<file path="src/rtl/lcd_pkg.sv">
// Shared HD44780 bus definitions for the LCD read and write engines.
// Holds the read FSM encoding, bus constants and default timing counts.
package lcd_pkg;

  typedef enum logic [2:0] {
    ST_IDLE,
    ST_SETUP,
    ST_EN_HIGH,
    ST_EN_LOW,
    ST_DONE
  } rd_state_e;

  localparam int   BF_BIT   = 7;
  localparam logic RS_CMD   = 1'b0;
  localparam logic RS_DATA  = 1'b1;
  localparam logic RW_READ  = 1'b1;
  localparam logic RW_WRITE = 1'b0;

  localparam int LCD_SETUP_CYC   = 4;
  localparam int LCD_EN_HIGH_CYC = 16;
  localparam int LCD_EN_LOW_CYC  = 16;
  localparam int LCD_POLL_MAX    = 1023;

  function automatic int max3(
    input int a,
    input int b,
    input int c
  );
    int m;
    m = (a > b) ? a : b;
    return (m > c) ? m : c;
  endfunction

endpackage

</file>
<file path="src/rtl/lcd_read_ctrl.sv">
// HD44780 read-cycle engine: single BF/address or data reads,
// or busy-flag polling with a bounded number of E pulses.
module lcd_read_ctrl
  import lcd_pkg::*;
#(
  parameter int SETUP_CYC   = LCD_SETUP_CYC,
  parameter int EN_HIGH_CYC = LCD_EN_HIGH_CYC,
  parameter int EN_LOW_CYC  = LCD_EN_LOW_CYC,
  parameter int POLL_MAX    = LCD_POLL_MAX
) (
  input  logic       iclk,
  input  logic       irst_n,
  input  logic       istart,
  input  logic       irs,
  input  logic       ipoll,
  output logic       odone,
  output logic [7:0] odata,
  output logic       otimeout,
  output logic       obusy,
  input  logic [7:0] lcd_data_i,
  output logic       obus_rel,
  output logic       lcd_rs,
  output logic       lcd_rw,
  output logic       lcd_en
);

  localparam int MAXC = max3(SETUP_CYC, EN_HIGH_CYC, EN_LOW_CYC);
  localparam int PW   = $clog2(MAXC + 1);
  localparam int CW   = $clog2(POLL_MAX + 1);

  localparam logic [PW-1:0] SU_LAST = PW'(SETUP_CYC - 1);
  localparam logic [PW-1:0] EH_LAST = PW'(EN_HIGH_CYC - 1);
  localparam logic [PW-1:0] EL_LAST = PW'(EN_LOW_CYC - 1);
  localparam logic [CW-1:0] CN_LAST = CW'(POLL_MAX - 1);

  rd_state_e     state_q;
  logic [PW-1:0] ph_q;
  logic [CW-1:0] cnt_q;
  logic          istart_q;
  logic          poll_q;
  logic          rs_q;
  logic          rw_q;
  logic          en_q;
  logic          rel_q;
  logic          done_q;
  logic          to_q;
  logic          busy_q;
  logic [7:0]    data_q;
  logic          start_d;

  assign start_d = istart & ~istart_q;

  // Read sequencer: phase timing, poll retries and registered bus outputs
  always_ff @(posedge iclk) begin
    if (!irst_n) begin
      state_q  <= ST_IDLE;
      ph_q     <= '0;
      cnt_q    <= '0;
      istart_q <= 1'b1;
      poll_q   <= 1'b0;
      rs_q     <= RS_CMD;
      rw_q     <= RW_WRITE;
      en_q     <= 1'b0;
      rel_q    <= 1'b0;
      done_q   <= 1'b0;
      to_q     <= 1'b0;
      busy_q   <= 1'b0;
      data_q   <= '0;
    end else begin
      istart_q <= istart;
      done_q   <= 1'b0;
      unique case (state_q)
        ST_IDLE: begin
          if (start_d) begin
            poll_q  <= ipoll & ~irs;
            rs_q    <= irs ? RS_DATA : RS_CMD;
            rw_q    <= RW_READ;
            rel_q   <= 1'b1;
            to_q    <= 1'b0;
            cnt_q   <= '0;
            ph_q    <= '0;
            busy_q  <= 1'b1;
            state_q <= ST_SETUP;
          end
        end
        ST_SETUP: begin
          if (ph_q == SU_LAST) begin
            ph_q    <= '0;
            en_q    <= 1'b1;
            state_q <= ST_EN_HIGH;
          end else begin
            ph_q <= ph_q + 1'b1;
          end
        end
        ST_EN_HIGH: begin
          if (ph_q == EH_LAST) begin
            ph_q    <= '0;
            en_q    <= 1'b0;
            data_q  <= lcd_data_i;
            state_q <= ST_EN_LOW;
          end else begin
            ph_q <= ph_q + 1'b1;
          end
        end
        ST_EN_LOW: begin
          if (ph_q == EL_LAST) begin
            ph_q <= '0;
            if (poll_q && data_q[BF_BIT] && cnt_q != CN_LAST) begin
              cnt_q   <= cnt_q + 1'b1;
              state_q <= ST_SETUP;
            end else begin
              to_q    <= poll_q & data_q[BF_BIT];
              rw_q    <= RW_WRITE;
              rs_q    <= RS_CMD;
              rel_q   <= 1'b0;
              done_q  <= 1'b1;
              state_q <= ST_DONE;
            end
          end else begin
            ph_q <= ph_q + 1'b1;
          end
        end
        ST_DONE: begin
          busy_q  <= 1'b0;
          state_q <= ST_IDLE;
        end
        default: state_q <= ST_IDLE;
      endcase
    end
  end

  assign odone    = done_q;
  assign odata    = data_q;
  assign otimeout = to_q;
  assign obusy    = busy_q;
  assign obus_rel = rel_q;
  assign lcd_rs   = rs_q;
  assign lcd_rw   = rw_q;
  assign lcd_en   = en_q;

endmodule

</file>
<file path="config.mk">
export PLATFORM = sky130hd
export DESIGN_NAME = lcd_read_ctrl
export DESIGN_NICKNAME = d
export VERILOG_FILES = /design/src/rtl/lcd_pkg.sv /design/src/rtl/lcd_read_ctrl.sv
export SDC_FILE = /design/constraint.sdc
export NUM_CORES = 1
export LEC_CHECK = 0
export CORE_ASPECT_RATIO = 2
export CORE_MARGIN = 2
export CORE_UTILIZATION = 52
export CTS_BUF_LIST = sky130_fd_sc_hd__clkbuf_8
export DETAILED_ROUTE_END_ITERATION = 8
export GPL_ROUTABILITY_DRIVEN = 0
export GPL_TIMING_DRIVEN = 0
export PLACE_DENSITY = 0.78
export SLEW_MARGIN = 10
export SYNTH_ARGS = -nofsm -noshare
export SYNTH_HDL_FRONTEND = slang
export SYNTH_SLANG_ARGS = --single-unit
</file>
<file path="constraint.sdc">
create_clock -name iclk -period 2.85 [get_ports iclk]
set_input_delay 0.57 -clock iclk [delete_from_list [all_inputs] [get_ports iclk]]
set_output_delay 0.57 -clock iclk [all_outputs]
set_load 0.03 [all_outputs]
</file>
After elaboration in Yosys (flattened, before gate mapping)
Index checks and enable logic that the tools add are counted.
- $add $sub $neg: 2
- multiply operators: 0
- divide/modulo/power cells: 0
- $lt $le $gt $ge: 0
- eq/ne operators: 13
- shift-type cells: 0
- mux-type cells: 30
- bitwise logic cells: 5
- reductions and logical operators: 17
- operators by type and width (kind ; count):
    $mux 10 ; 3
    $pmux 10 s2 ; 1
    $mux 3 ; 5
    $mux 5 ; 3
    $pmux 5 s3 ; 1
    $ne 2x2->1 const B ; 6
    $pmux 3 s4 ; 1
    $reduce_and 4->1 ; 3
    $mux 1 ; 11
    $add 10x1->10 const B ; 1
    $ne 10x10->1 const B ; 1
    $pmux 1 s2 ; 5
    $reduce_and 2->1 ; 4
    $eq 3x2->1 const B ; 2
    $reduce_and 3->1 ; 2
    $reduce_bool 2->1 ; 3
    $add 5x1->5 const B ; 1
    $eq 5x2->1 const B ; 1
    $eq 5x4->1 const B ; 1
    $and 1x1->1 ; 3
    $eq 3x1->1 const B ; 1
    $eq 3x3->1 const B ; 1
    $logic_not 3->1 ; 1
    $reduce_bool 3->1 ; 1
    3 further kinds ; 5
- flip-flop bits (word level): 34
- latch bits: 0
- bits in writable memories: 0
- bits in read-only memories: 0
- input bits: 13
- output and inout bits: 15
- logic and storage cells: 79
- memories kept: 0

Longest topological paths before layout
Gate-level depths: netlist of the first run.
- depth in word-level cells: 5
- gate-level depth with buffers: 10
- depth with buffers taken out: 8

Least setup slack after synthesis of the first run
OpenSTA, ideal clock, no wires.
- kind: reg-to-reg
- from: register ph_q[0]
- to: register cnt_q[2]
- library setup time: 92 ps
- arrival: 1896 ps
- data required time: 2758 ps
- slack: 862 ps
- stages on the path, launching flop included: 9
- buffers on the path: 1
- period minus slack after synthesis: 1988 ps
- cells stage by stage: dfxtp_1 -> ha_1 -> nand3_1 -> inv_1 -> ha_1 -> clkbuf_1 -> o221ai_1 -> or3_1 -> o32ai_1
- longest elaborated chain between the ends: 3
- RTL lines (element ; line ; text):
    from (decl) ; lcd_read_ctrl.sv:37 ; logic [PW-1:0] ph_q;
    from (signal assigned) ; lcd_read_ctrl.sv:92 ; ph_q <= ph_q + 1'b1;
    from (signal assigned) ; lcd_read_ctrl.sv:102 ; ph_q <= ph_q + 1'b1;
    from (signal assigned) ; lcd_read_ctrl.sv:120 ; ph_q <= ph_q + 1'b1;
    $eq 5x4->1 ; lcd_read_ctrl.sv:106 ; if (ph_q == EL_LAST) begin
    $ne 2x2->1 (no source line) ; n/a ;
    $reduce_and 4->1 (no source line) ; n/a ;
    to (signal assigned) ; lcd_read_ctrl.sv:109 ; cnt_q <= cnt_q + 1'b1;
    to (decl) ; lcd_read_ctrl.sv:38 ; logic [CW-1:0] cnt_q;
No other way between the ends.
A chain may end at the register's enable or synchronous reset.

Final worst setup path of the first run
- from: register ph_q[0]
- to: register cnt_q[6]
The elaborated chain is that of the path after synthesis.

==> run_results.csv, run 1 <==
group,metric,value,unit
global_route,grt_antenna_before_repair,0,
global_route,first_global_vias,1731,
yosys,synth.most_common_cell,"sky130_fd_sc_hd__dfxtp_1",
global_route,grt_start_max_net_pins,11,
yosys,synth.net_count,219,
sta,worstMarginPinSlew,0.883,ns
sta,hold_slack,0.464,ns
pwr,vdd_ir_drop_max,0.403,mV
final_layout,num_antenna_cells,0,
setup_path,required_time_of_the_critical_path,2.99,ns
pwr,power-per-cell-area,427,nW/µm²
final_layout,synthToLayoutAreaGrowth,23.4,%
yosys,synth_cell_type_count,50,
floorplan,floorplan.initialDensity,0.542,
sta,grt_setup_unrepaired,"no",
yosys,postSynth.topFlopCell,"sky130_fd_sc_hd__dfxtp_1",
detailed_routing,drt.antenna.violating_nets,0,
floorplan,number_of_rows_created_at_floorplan,29,
detailed_routing,firstDrtPassIters,4,
yosys,post-synth-top-area-fraction,0.398,
yosys,yosys_warnings,0,
yosys,async_flop_share,0,
setup_path,crit_path_start_kind,"flop",
floorplan,ios,28,
clock_tree,clkLatencyLatePin,0.28,ns
clock_tree,tritoncts_clock_tree,"done",
sta,finalMaxSlewViolations,0,
setup_path,timing_worst_setup_path_type,"reg2reg",
yosys,synth.top_cells.by_area,"sky130_fd_sc_hd__dfxtp_1 (40%), sky130_fd_sc_hd__nand2_1 (7.2%), sky130_fd_sc_hd__a21boi_0 (6.1%)",
detailed_routing,routed-via-count,1663,
floorplan,floorplan.core_area,3160,µm²
detailed_routing,detail_route.wirelength.met1,1570,µm
detailed_routing,wl_met3,197,µm
detailed_routing,vias_per_cell,6.23,
final_layout,final_util,0.669,
outcome,result_of_the_run,"complete, no violations",
setup_path,critical_path_peak_fanout,8,
clock_tree,cts_sinks,34,
clock_tree,cts_buffer_depth,2,
sta,period_minus_slack,2.56,ns
yosys,post_synth_most_frequent_cells,"sky130_fd_sc_hd__dfxtp_1 (34), sky130_fd_sc_hd__nand2_1 (33), sky130_fd_sc_hd__a21boi_0 (14)",
pwr,power.leakage,0.000714,µW
sta,timing.max_slew.rel_slack,0.403,
detailed_routing,wl,4370,µm
clock_tree,number_of_post_cts_setup_repair_buffers,0,
global_route,wire_length_of_the_first_global_routing_pass,7470,µm
detailed_routing,wl_per_cell,16.4,µm
clock_tree,cts.htree.levels,2,
sta,report.final.setup_viol,0,
global_route,overall_fraction_of_global_route_tracks_in_use,0.258,
detailed_routing,drt_iter0_markers,55,
final_layout,layout.cell_area.non_filler,2110,µm²
sta,portion_of_the_clock_cycle_consumed_by_the_worst_path_in_the_final_layout,0.898,
detailed_routing,met2WireLength,2510,µm
detailed_routing,highest_routing_layer_actually_used,"met4",
min_path,class_of_the_worst_hold_path,"reg2reg",
clock_tree,cts_repair_resize_count,0,
placement,placement.cell_area,2020,µm²
yosys,avgSynthCellArea,8.51,µm²
global_route,overflow,0,
placement,post-dp-hpwl,3310,µm
yosys,ys_ff_latch,34,
final_layout,drive_gt1_frac,0.0720,
clock_tree,post_cts_hold_buffer_count,0,
yosys,synth_enable_flop_cells,0,
yosys,netlist_instances,201,
detailed_routing,drcViolationCount,0,
floorplan,die_height,85.1,µm
setup_path,cp.arrival,2.70,ns
yosys,post_synth_instance_area,1710,µm²
floorplan,area_of_the_die,3790,µm²
setup_path,end_kind,"flop",
floorplan,die-width,44.6,µm
sta,timing_hold_violations_final,0,
sta,setup_total_negative_slack,0,ns
placement,port_buffers,27,
pwr,total_power,901,µW
sta,clock-skew-final,0.00367,ns
yosys,part_of_the_yosys_area_used_for_sequential_elements,0.398,
run,max-cap-violations,0,
clock_tree,root_buffer,"sky130_fd_sc_hd__clkbuf_8",
sta,clock.fmax,391,MHz
clock_tree,cts_buffers,5,
final_layout,design.final.nets,253,
yosys,post-synth-top-area-cell,"sky130_fd_sc_hd__dfxtp_1",
clock_tree,cts.clk_slew.worst_paths,0.07,ns
layout by cell type, fill, tap and decap left out, drive strengths merged, types with 4 or more instances in the layout:
cell,netlist,layout
a21boi,14,14
a21oi,6,6
a31oi,4,4
a41oi,5,5
clkbuf,8,14
clkdlybuf4s50,0,27
dfxtp,34,34
ha,5,5
inv,5,6
nand2,33,33
nand2b,4,4
nand3,4,4
nor2,6,6
nor2b,5,5
nor3,5,5
o21ai,7,7
per-layer routing:
metal,vias up,global-route usage
met5,-,0
met4,0,0.110
met3,9,0.0574
met2,63,0.481
met1,770,0.252
li1,821,-
final cells by class:
| class | instances | area, µm² |
|---|---|---|
| fillers | 275 | 1050 |
| multi-input cells | 150 | 960 |
| flip-flops and latches | 34 | 681 |
| repair buffers | 27 | 270 |
| clock buffers | 6 | 82.6 |
| plain buffers | 11 | 47.5 |
| well taps | 31 | 38.8 |
| inverters | 6 | 22.5 |
| clock inverters | 2 | 8.76 |
through the flow:
stage / setup WS [ns] / cells
after CTS: 0.351 / 267
after global routing: 0.0409 / 267
final: 0.290 / 267
after global placement: 0.196 / 259
after detailed placement: 0.169 / 259
after floorplan: 0.862 / 201
report_power, final:
group / total, µW / switching (µW) / internal [µW]
Sequential: 482 / 2.67 / 479
Combinational: 63.1 / 31.5 / 31.6
Clock: 356 / 165 / 191
Total: 901 / 199 / 702
sequential cells by signal, summed over array words and instances, names as in the netlist:
name      cells
lcd_en        1
cnt_q        10
istart_q      1
ph_q          5
odata         8
odone         1
poll_q        1
obusy         1
lcd_rs        1
state_q       3
otimeout      1
obus_rel      1
worst paths after layout:
check                                           start                     to  slack (ns)  cells past startpoint
worst max-delay path             ph_q[0]$_SDFFE_PN0P_  cnt_q[6]$_SDFFE_PN0P_        0.29                      8
worst min-delay path            odata[3]$_SDFFE_PN0P_  odata[3]$_SDFFE_PN0P_        0.46                      2
worst max register to register   ph_q[0]$_SDFFE_PN0P_  cnt_q[6]$_SDFFE_PN0P_        0.29                      8
worst min register to register  odata[3]$_SDFFE_PN0P_  odata[3]$_SDFFE_PN0P_        0.46                      2
kinds of logic (layout without fill, tap and decap cells):
logic type      count (synthesis)  count (layout)  synth area share
flops                          34              34             0.398
buf+inv                        17              52            0.0410
mux                             2               2            0.0117
fa+ha+maj                       5               5            0.0366
simple gates                   85              85             0.268
compound gates                 58              58             0.244
critical path, cell delays in order, from the launching register on:
cell and delay [ns]:
sky130_fd_sc_hd__dfxtp_1 0.38, sky130_fd_sc_hd__ha_1 0.24, sky130_fd_sc_hd__nand3_1 0.13, sky130_fd_sc_hd__inv_1 0.09, sky130_fd_sc_hd__ha_1 0.14, sky130_fd_sc_hd__clkbuf_1 0.29, sky130_fd_sc_hd__o221ai_1 0.31, sky130_fd_sc_hd__o31ai_1 0.68
sky130_fd_sc_hd__a31oi_1 0.16
No activity file was read; power rests on OpenSTA's default activity.
==> inputs of run 2 (changes only) <==
--- a/config.mk
+++ b/config.mk
@@ -9,6 +9,7 @@
 export CORE_MARGIN = 2
 export CORE_UTILIZATION = 52
 export CTS_BUF_LIST = sky130_fd_sc_hd__clkbuf_8
+export CTS_CLUSTER_DIAMETER = 120
 export DETAILED_ROUTE_END_ITERATION = 8
 export GPL_ROUTABILITY_DRIVEN = 0
 export GPL_TIMING_DRIVEN = 0
==> results of run 2 <==
Same layout as run 1: the final DEF is identical, and so are final timing and power.
